==> src/rtl/db_lookup_client_if.sv <==
// rtl/db_lookup_client_if.sv - parser request, DB request/response and verdict signals of db_lookup_client
interface db_lookup_client_if #(
   parameter int TAG_W   = 8,
   parameter int MAX_OUT = 8
);
   localparam int CNT_W = $clog2(MAX_OUT) + 1;

   logic             req_valid;
   logic             req_ready;
   logic [31:0]      req_src_ip;
   logic [31:0]      req_dst_ip;
   logic [15:0]      req_dst_port;
   logic [3:0]       req_op;
   logic [TAG_W-1:0] req_tag;

   logic [95:0]      db_key;
   logic [3:0]       db_flag;
   logic             db_valid;
   logic             db_rsp_valid;
   logic [3:0]       db_rsp_flag;

   logic             vrd_valid;
   logic [TAG_W-1:0] vrd_tag;
   logic [3:0]       vrd_flag;
   logic             vrd_drop;
   logic             vrd_timeout;
   logic [CNT_W-1:0] outstanding;
   logic [15:0]      stat_spurious;

   modport master (
      input  req_valid, req_src_ip, req_dst_ip, req_dst_port, req_op, req_tag,
      input  db_rsp_valid, db_rsp_flag,
      output req_ready, db_key, db_flag, db_valid,
      output vrd_valid, vrd_tag, vrd_flag, vrd_drop, vrd_timeout,
      output outstanding, stat_spurious
   );

   modport slave (
      output req_valid, req_src_ip, req_dst_ip, req_dst_port, req_op, req_tag,
      output db_rsp_valid, db_rsp_flag,
      input  req_ready, db_key, db_flag, db_valid,
      input  vrd_valid, vrd_tag, vrd_flag, vrd_drop, vrd_timeout,
      input  outstanding, stat_spurious
   );
endinterface

==> src/rtl/db_lookup_client.sv <==
// rtl/db_lookup_client.sv - issues rate-limited DB lookups and turns in-order responses or timeouts into verdicts
module db_lookup_client #(
   parameter int TAG_W           = 8,
   parameter int MAX_OUT         = 8,
   parameter int ISSUE_GAP       = 3,
   parameter int TIMEOUT         = 1024,
   parameter bit DROP_ON_TIMEOUT = 1'b0
) (
   input  logic                 clk,
   input  logic                 rst,
   db_lookup_client_if.master   bus
);
   localparam int PTR_W = (MAX_OUT > 1) ? $clog2(MAX_OUT) : 1;
   localparam int CNT_W = $clog2(MAX_OUT) + 1;
   localparam int GAP_W = $clog2(ISSUE_GAP + 1);

   localparam logic [CNT_W-1:0] MAX_CNT    = CNT_W'(MAX_OUT);
   localparam logic [GAP_W-1:0] GAP_LOAD   = GAP_W'(ISSUE_GAP - 1);
   localparam logic [15:0]      TIMEOUT_TS = 16'(TIMEOUT);

   logic [15:0]      r_now;
   logic [TAG_W-1:0] r_fifo_tag [MAX_OUT];
   logic [15:0]      r_fifo_ts  [MAX_OUT];
   logic [PTR_W-1:0] r_wr_ptr;
   logic [PTR_W-1:0] r_rd_ptr;
   logic [CNT_W-1:0] r_count;
   logic [CNT_W-1:0] r_orphan;
   logic [GAP_W-1:0] r_gap;

   logic [CNT_W-1:0] w_outstanding;
   logic             w_ready;
   logic             w_accept;
   logic [15:0]      w_age;
   logic             w_fifo_nonempty;
   logic             w_orphan_rsp;
   logic             w_rsp_pop;
   logic             w_spurious;
   logic             w_expired;
   logic             w_pop;
   logic             w_drop_flag;

   // Orphans keep their slot so a late response can never be matched to a newer packet.
   assign w_outstanding   = r_count + r_orphan;
   assign w_ready         = (w_outstanding < MAX_CNT) && (r_gap == '0);
   assign w_accept        = bus.req_valid && w_ready;
   assign w_fifo_nonempty = (r_count != '0);
   assign w_age           = r_now - r_fifo_ts[r_rd_ptr];

   assign w_orphan_rsp = bus.db_rsp_valid && (r_orphan != '0);
   assign w_rsp_pop    = bus.db_rsp_valid && (r_orphan == '0) && w_fifo_nonempty;
   assign w_spurious   = bus.db_rsp_valid && (r_orphan == '0) && !w_fifo_nonempty;
   // A response arriving in the expiry cycle takes precedence over the timeout.
   assign w_expired    = w_fifo_nonempty && !bus.db_rsp_valid && (w_age >= TIMEOUT_TS);
   assign w_pop        = w_rsp_pop || w_expired;
   assign w_drop_flag  = (bus.db_rsp_flag == 4'd2) || (bus.db_rsp_flag == 4'd3);

   assign bus.req_ready   = w_ready;
   assign bus.outstanding = w_outstanding;

   always_ff @(posedge clk) begin
      if (w_accept) begin
         r_fifo_tag[r_wr_ptr] <= bus.req_tag;
         r_fifo_ts[r_wr_ptr]  <= r_now;
      end
   end

   always_ff @(posedge clk) begin
      if (rst) begin
         r_now             <= '0;
         r_wr_ptr          <= '0;
         r_rd_ptr          <= '0;
         r_count           <= '0;
         r_orphan          <= '0;
         r_gap             <= '0;
         bus.db_key        <= '0;
         bus.db_flag       <= '0;
         bus.db_valid      <= 1'b0;
         bus.vrd_valid     <= 1'b0;
         bus.vrd_tag       <= '0;
         bus.vrd_flag      <= '0;
         bus.vrd_drop      <= 1'b0;
         bus.vrd_timeout   <= 1'b0;
         bus.stat_spurious <= '0;
      end else begin
         r_now        <= r_now + 16'd1;
         bus.db_valid <= w_accept;

         if (w_accept) begin
            bus.db_key  <= {bus.req_src_ip, bus.req_dst_ip, bus.req_dst_port, 16'h0000};
            bus.db_flag <= bus.req_op;
            r_gap       <= GAP_LOAD;
            r_wr_ptr    <= r_wr_ptr + 1'b1;
         end else if (r_gap != '0) begin
            r_gap <= r_gap - 1'b1;
         end

         if (w_pop) begin
            r_rd_ptr <= r_rd_ptr + 1'b1;
         end

         case ({w_accept, w_pop})
            2'b10:   r_count <= r_count + 1'b1;
            2'b01:   r_count <= r_count - 1'b1;
            default: r_count <= r_count;
         endcase

         if (w_orphan_rsp) begin
            r_orphan <= r_orphan - 1'b1;
         end else if (w_expired) begin
            r_orphan <= r_orphan + 1'b1;
         end

         if (w_spurious && (bus.stat_spurious != 16'hFFFF)) begin
            bus.stat_spurious <= bus.stat_spurious + 16'd1;
         end

         bus.vrd_valid <= w_pop;
         if (w_pop) begin
            bus.vrd_tag     <= r_fifo_tag[r_rd_ptr];
            bus.vrd_flag    <= w_expired ? 4'd0 : bus.db_rsp_flag;
            bus.vrd_drop    <= w_expired ? DROP_ON_TIMEOUT : w_drop_flag;
            bus.vrd_timeout <= w_expired;
         end
      end
   end
endmodule

==> src/flat_wrapper.sv <==
// flat-port wrapper written by rule: the top's interface ports become plain ports
module db_lookup_client_flat 
#(
   parameter int TAG_W           = 8,
   parameter int MAX_OUT         = 8,
   parameter int ISSUE_GAP       = 3,
   parameter int TIMEOUT         = 1024,
   parameter bit DROP_ON_TIMEOUT = 1'b0
)
  (clk, rst, bus_req_valid, bus_req_src_ip, bus_req_dst_ip, bus_req_dst_port, bus_req_op, bus_req_tag, bus_db_rsp_valid, bus_db_rsp_flag, bus_req_ready, bus_db_key, bus_db_flag, bus_db_valid, bus_vrd_valid, bus_vrd_tag, bus_vrd_flag, bus_vrd_drop, bus_vrd_timeout, bus_outstanding, bus_stat_spurious);
  db_lookup_client_if #(.TAG_W(TAG_W), .MAX_OUT(MAX_OUT)) bus_i ();
  input  logic clk;
  input  logic rst;
  input wire logic [$bits(bus_i.req_valid)-1:0] bus_req_valid;
  input wire logic [$bits(bus_i.req_src_ip)-1:0] bus_req_src_ip;
  input wire logic [$bits(bus_i.req_dst_ip)-1:0] bus_req_dst_ip;
  input wire logic [$bits(bus_i.req_dst_port)-1:0] bus_req_dst_port;
  input wire logic [$bits(bus_i.req_op)-1:0] bus_req_op;
  input wire logic [$bits(bus_i.req_tag)-1:0] bus_req_tag;
  input wire logic [$bits(bus_i.db_rsp_valid)-1:0] bus_db_rsp_valid;
  input wire logic [$bits(bus_i.db_rsp_flag)-1:0] bus_db_rsp_flag;
  output wire logic [$bits(bus_i.req_ready)-1:0] bus_req_ready;
  output wire logic [$bits(bus_i.db_key)-1:0] bus_db_key;
  output wire logic [$bits(bus_i.db_flag)-1:0] bus_db_flag;
  output wire logic [$bits(bus_i.db_valid)-1:0] bus_db_valid;
  output wire logic [$bits(bus_i.vrd_valid)-1:0] bus_vrd_valid;
  output wire logic [$bits(bus_i.vrd_tag)-1:0] bus_vrd_tag;
  output wire logic [$bits(bus_i.vrd_flag)-1:0] bus_vrd_flag;
  output wire logic [$bits(bus_i.vrd_drop)-1:0] bus_vrd_drop;
  output wire logic [$bits(bus_i.vrd_timeout)-1:0] bus_vrd_timeout;
  output wire logic [$bits(bus_i.outstanding)-1:0] bus_outstanding;
  output wire logic [$bits(bus_i.stat_spurious)-1:0] bus_stat_spurious;
  assign bus_i.req_valid = bus_req_valid;
  assign bus_i.req_src_ip = bus_req_src_ip;
  assign bus_i.req_dst_ip = bus_req_dst_ip;
  assign bus_i.req_dst_port = bus_req_dst_port;
  assign bus_i.req_op = bus_req_op;
  assign bus_i.req_tag = bus_req_tag;
  assign bus_i.db_rsp_valid = bus_db_rsp_valid;
  assign bus_i.db_rsp_flag = bus_db_rsp_flag;
  assign bus_req_ready = bus_i.req_ready;
  assign bus_db_key = bus_i.db_key;
  assign bus_db_flag = bus_i.db_flag;
  assign bus_db_valid = bus_i.db_valid;
  assign bus_vrd_valid = bus_i.vrd_valid;
  assign bus_vrd_tag = bus_i.vrd_tag;
  assign bus_vrd_flag = bus_i.vrd_flag;
  assign bus_vrd_drop = bus_i.vrd_drop;
  assign bus_vrd_timeout = bus_i.vrd_timeout;
  assign bus_outstanding = bus_i.outstanding;
  assign bus_stat_spurious = bus_i.stat_spurious;
  db_lookup_client #(.TAG_W(TAG_W), .MAX_OUT(MAX_OUT), .ISSUE_GAP(ISSUE_GAP), .TIMEOUT(TIMEOUT), .DROP_ON_TIMEOUT(DROP_ON_TIMEOUT)) u_core (.clk(clk), .rst(rst), .bus(bus_i));
endmodule
==> config.mk <==
export PLATFORM = sky130hd
export DESIGN_NAME = db_lookup_client_flat
export DESIGN_NICKNAME = d
export VERILOG_FILES = /design/src/rtl/db_lookup_client_if.sv /design/src/rtl/db_lookup_client.sv /design/src/flat_wrapper.sv
export SDC_FILE = /design/constraint.sdc
export NUM_CORES = 1
export LEC_CHECK = 0
export ABC_AREA = 1
export BUFFER_PORTS_ARGS = -buffer_cell sky130_fd_sc_hd__buf_2
export CORE_MARGIN = 8
export CORE_UTILIZATION = 25
export CTS_CLUSTER_DIAMETER = 60
export DETAILED_ROUTE_END_ITERATION = 8
export PLACE_DENSITY = 0.53
export RECOVER_POWER = 100
export SLEW_MARGIN = 0
export SYNTH_ARGS = -nofsm -noshare
export SYNTH_HDL_FRONTEND = slang
export SYNTH_SLANG_ARGS = --single-unit
==> constraint.sdc <==
create_clock -name clk -period 3.4 [get_ports clk]
set_clock_uncertainty 0.2 [all_clocks]
set_input_delay 0.34 -clock clk [delete_from_list [all_inputs] [get_ports clk]]
set_output_delay 0.34 -clock clk [all_outputs]
set_load 0.005 [all_outputs]
==> key figures <==
Critical path
  • Reg2reg end: u_core.r_count[3]
  • Register-to-register setup slack: -0.37 ns
  • Setup crit end kind: flip-flop
  • R2R depth: 27
  • WS Path Type: flip-flop to flip-flop
  • CP dominant cell by count: nand2_1
  • Crit-path max FO: 7
  • CP Launch Type: flip-flop
  • Top delay family on crit path: simple AND/OR/NAND/NOR gates
  • Critical Path RT: 3.63 ns
  • Worst Path Buf+Inv: 4
  • CP peak stage delay: 0.38 ns
  • CP max stage cell: dfxtp_4
  • Arr. time, crit path: 4.00 ns

Drt
  • Iter 0 DRT Violations: 586
  • WL per Instance: 16.23 µm
  • Final ANT Viol Nets: 0
  • WL final: 43,020 µm
  • Via density: 4.472
  • Vias after detailed routing: 11,856
  • DRT Pass-1 Iters: 6
  • Remaining routing DRC violations: 0

Placed design
  • GPL Wtd Cong: 0.8066
  • DP Area: 0.01685 mm²
  • Setup Slack @ Placement: -0.5259 ns
  • I/O Buffers: 220
  • Detail Placement HPWL: 27,610 µm

Logic synthesis
  • Netlist cell types: 47
  • Post-synth EDFFs: 192
  • #FFs+latches synth: 343
  • Seq/Total Area, Yosys: 61.40%
  • Mapped Cells: 1,471
  • Mean post-synth cell area: 9.730 µm²
  • Ys Warns: 0
  • Cell Area, Synth: 0.01431 mm²
  • Async SR Flop Fraction: 0%
  • Top_reg_cell synth: edfxtp_1

Floorplanning
  • Die X-Extent: 255.3 µm
  • Die H: 255.3 µm
  • FP Rows: 87
  • Starting density of the core: 25.33%
  • Die footprint: 0.06516 mm²
  • Top Ports: 237
  • Core area: 0.05650 mm²

Finish
  • Nets@finish: 1,995
  • Antenna diodes: 0
  • Layout cell share with drive strength beyond 1: 19.89%
  • FF/Latch Area: 0.008796 mm²
  • Commonest non-fill, non-tap cell in the layout: nand2_1
  • Multi-input logic area: 0.005195 mm²
  • Most frequent cells in the layout: 323 x nand2_1, 192 x edfxtp_1, 149 x dfxtp_1
  • Fillcell total: 5,665
  • Area growth from synthesis to layout: 37.81%
  • Final Cell Area: 0.01972 mm²

Power and ir drop
  • Peak supply drop: 0.4291 mV
  • Leakage: 7.798 nW
  • Power Total: 15.64 mW
  • Pwr dens: 793.1 mW/mm²

Min path
  • Hold crit path type: input port to flip-flop
  • Hold Startpoint: bus_db_rsp_valid
  • Hold EP: u_core.bus.vrd_flag[1]
  • Worst hold path stage count: 5

Status
  • Outcome: finished with violations
  • Failing checks: capacitance limit, slew limit, setup timing

Clock tree
  • Inserted Clock Buffers: 37
  • Longest Clk Path Bufs: 3
  • Clock sinks: 343
  • CTS tree: yes
  • Clock Latency Late Sink: 0.54 ns
  • H-tree Lvls: 2
  • Clock slew at reported path FFs: 0.06 ns
  • Clock root cell: clkbuf_16

Global route
  • Largest net degree at the start of global routing: 48
  • Global route total overflow: 0
  • Initial antenna violation count: 1
  • Vias in the first global route: 11,973
  • First-pass GRT wire length: 66,280 µm
  • Total track usage: 12.70%

Timing
  • Maximum clock rate: 0.2651 GHz
  • Slew margin rel.: -22.24%
  • Period utilization: 110.9%
  • Final Hold Vio Count: 0
  • RSZ-0062 raised after global routing: true
  • Final Slew Violations: 47
  • Slew at the pin closest to its max-slew limit: 1.824 ns
  • Final setup margin: -0.3718 ns
  • Final setup violation count: 4
  • Fin crit period: 3.772 ns

Flow run
  • # Max-Cap Violations: 1
[where the power goes]
part	switching [mW]	total [mW]	internal [mW]
registers	0.400	5.40	5.00
logic	3.58	6.28	2.70
clock network	1.70	3.96	2.26
total	5.68	15.6	9.96
[what timing repair did]
item / in CTS / in global routing
hold endpoints to repair: 153 / 0
pin swaps: 41 / 49
endpoints found under the setup margin: 15 / 28
cloned: 8 / 1
resized for setup: 102 / 66
setup buffers: 12 / 8
hold buffers: 97 / 0
[worst reg2reg max path: cells and delay by family, from the launching register on]
family	cells	cell delay [ns]
compound gates	6	0.75
fa+ha+maj	2	0.41
buf+inv	4	0.48
flops	1	0.38
simple gates	15	1.44
[Yosys cell counts, types with 22 or more instances]
library cell	count	area, µm²
nand2_1	342	1284
edfxtp_1	192	5766
dfxtp_1	151	3023
nor2_1	143	536.8
nand3_1	119	595.6
o21ai_0	110	550.5
inv_1	104	390.4
a21oi_1	58	290.3
clkbuf_1	46	172.7
ha_1	27	337.8
buf_4	26	195.2
o221ai_1	22	192.7
[routing by layer]
| layer | share of wire (%) | vias to the layer above | global-route usage, % |
|---|---|---|---|
| met5 | 0.023 | - | 0 |
| met4 | 2.9 | 2 | 4.192 |
| met3 | 7.2 | 70 | 3.624 |
| met2 | 48 | 370 | 21.26 |
| met1 | 42 | 5640 | 15.61 |
| li1 | - | 5774 | - |
[cells by family after synthesis]
| kind of cell | count (synthesis) | synth area share, % |
|---|---|---|
| buffers and inverters | 195 | 5.979 |
| other | 1 | 0.02620 |
| xor gates and xnor gates | 10 | 0.6119 |
| adders and majority gates | 29 | 2.640 |
| and+or+nand+nor | 658 | 19.69 |
| AOI/OAI and AO/OA | 227 | 9.092 |
| muxes | 8 | 0.5595 |
| DFF | 343 | 61.40 |
[worst max path at each step]
| stage | start | to | slack, ns | cells after the start |
|---|---|---|---|---|
| 6_report | flip-flop | u_core.r_count[3] | -0.37 | 27 |
| 3_5_place_dp | flip-flop | u_core.r_count[3] | -0.53 | 28 |
| 3_3_place_gp | flip-flop | u_core.r_count[3] | -0.49 | 28 |
| 5_1_grt | flip-flop | u_core.r_count[3] | -0.68 | 28 |
| 2_1_floorplan | flip-flop | u_core.r_count[2] | -0.06 | 28 |
| 4_1_cts | flip-flop | u_core.r_count[3] | -0.32 | 28 |
[metrics by stage]
stage	instances	setup TNS, ns	hold slack, ns	util (%)
after floorplan	1486	-0.08653	0.2389	-
after global placement	2461	-1.925	0.2511	29.83
after detailed placement	2461	-2.239	0.2563	29.83
after CTS	2645	-1.151	0.04284	34.81
after global routing	2651	-3.367	0.07190	34.91
final	2651	-0.9899	0.05764	34.91
[state kept, by name, indices dropped and copies added (netlist names), 4 cells and up, named ones only]
register                  flops
u_core.r_fifo_ts            128
u_core.bus.stat_spurious     16
u_core.bus.db_key            80
u_core.bus.vrd_flag           4
u_core.r_now                 16
u_core.bus.vrd_tag            8
u_core.bus.db_flag            4
u_core.r_orphan               4
u_core.r_fifo_tag            64
u_core.r_count                4
[cell type report]
| type | count | area share, % |
|---|---|---|
| tap | 756 | 4.796 |
| sequential | 343 | 44.60 |
| clock inverter | 16 | 0.8373 |
| inverter | 109 | 2.169 |
| multi-input combinational | 948 | 26.34 |
| timing repair buffer | 427 | 15.97 |
| clock buffer | 52 | 5.291 |
(Power assumes the default switching activity.)
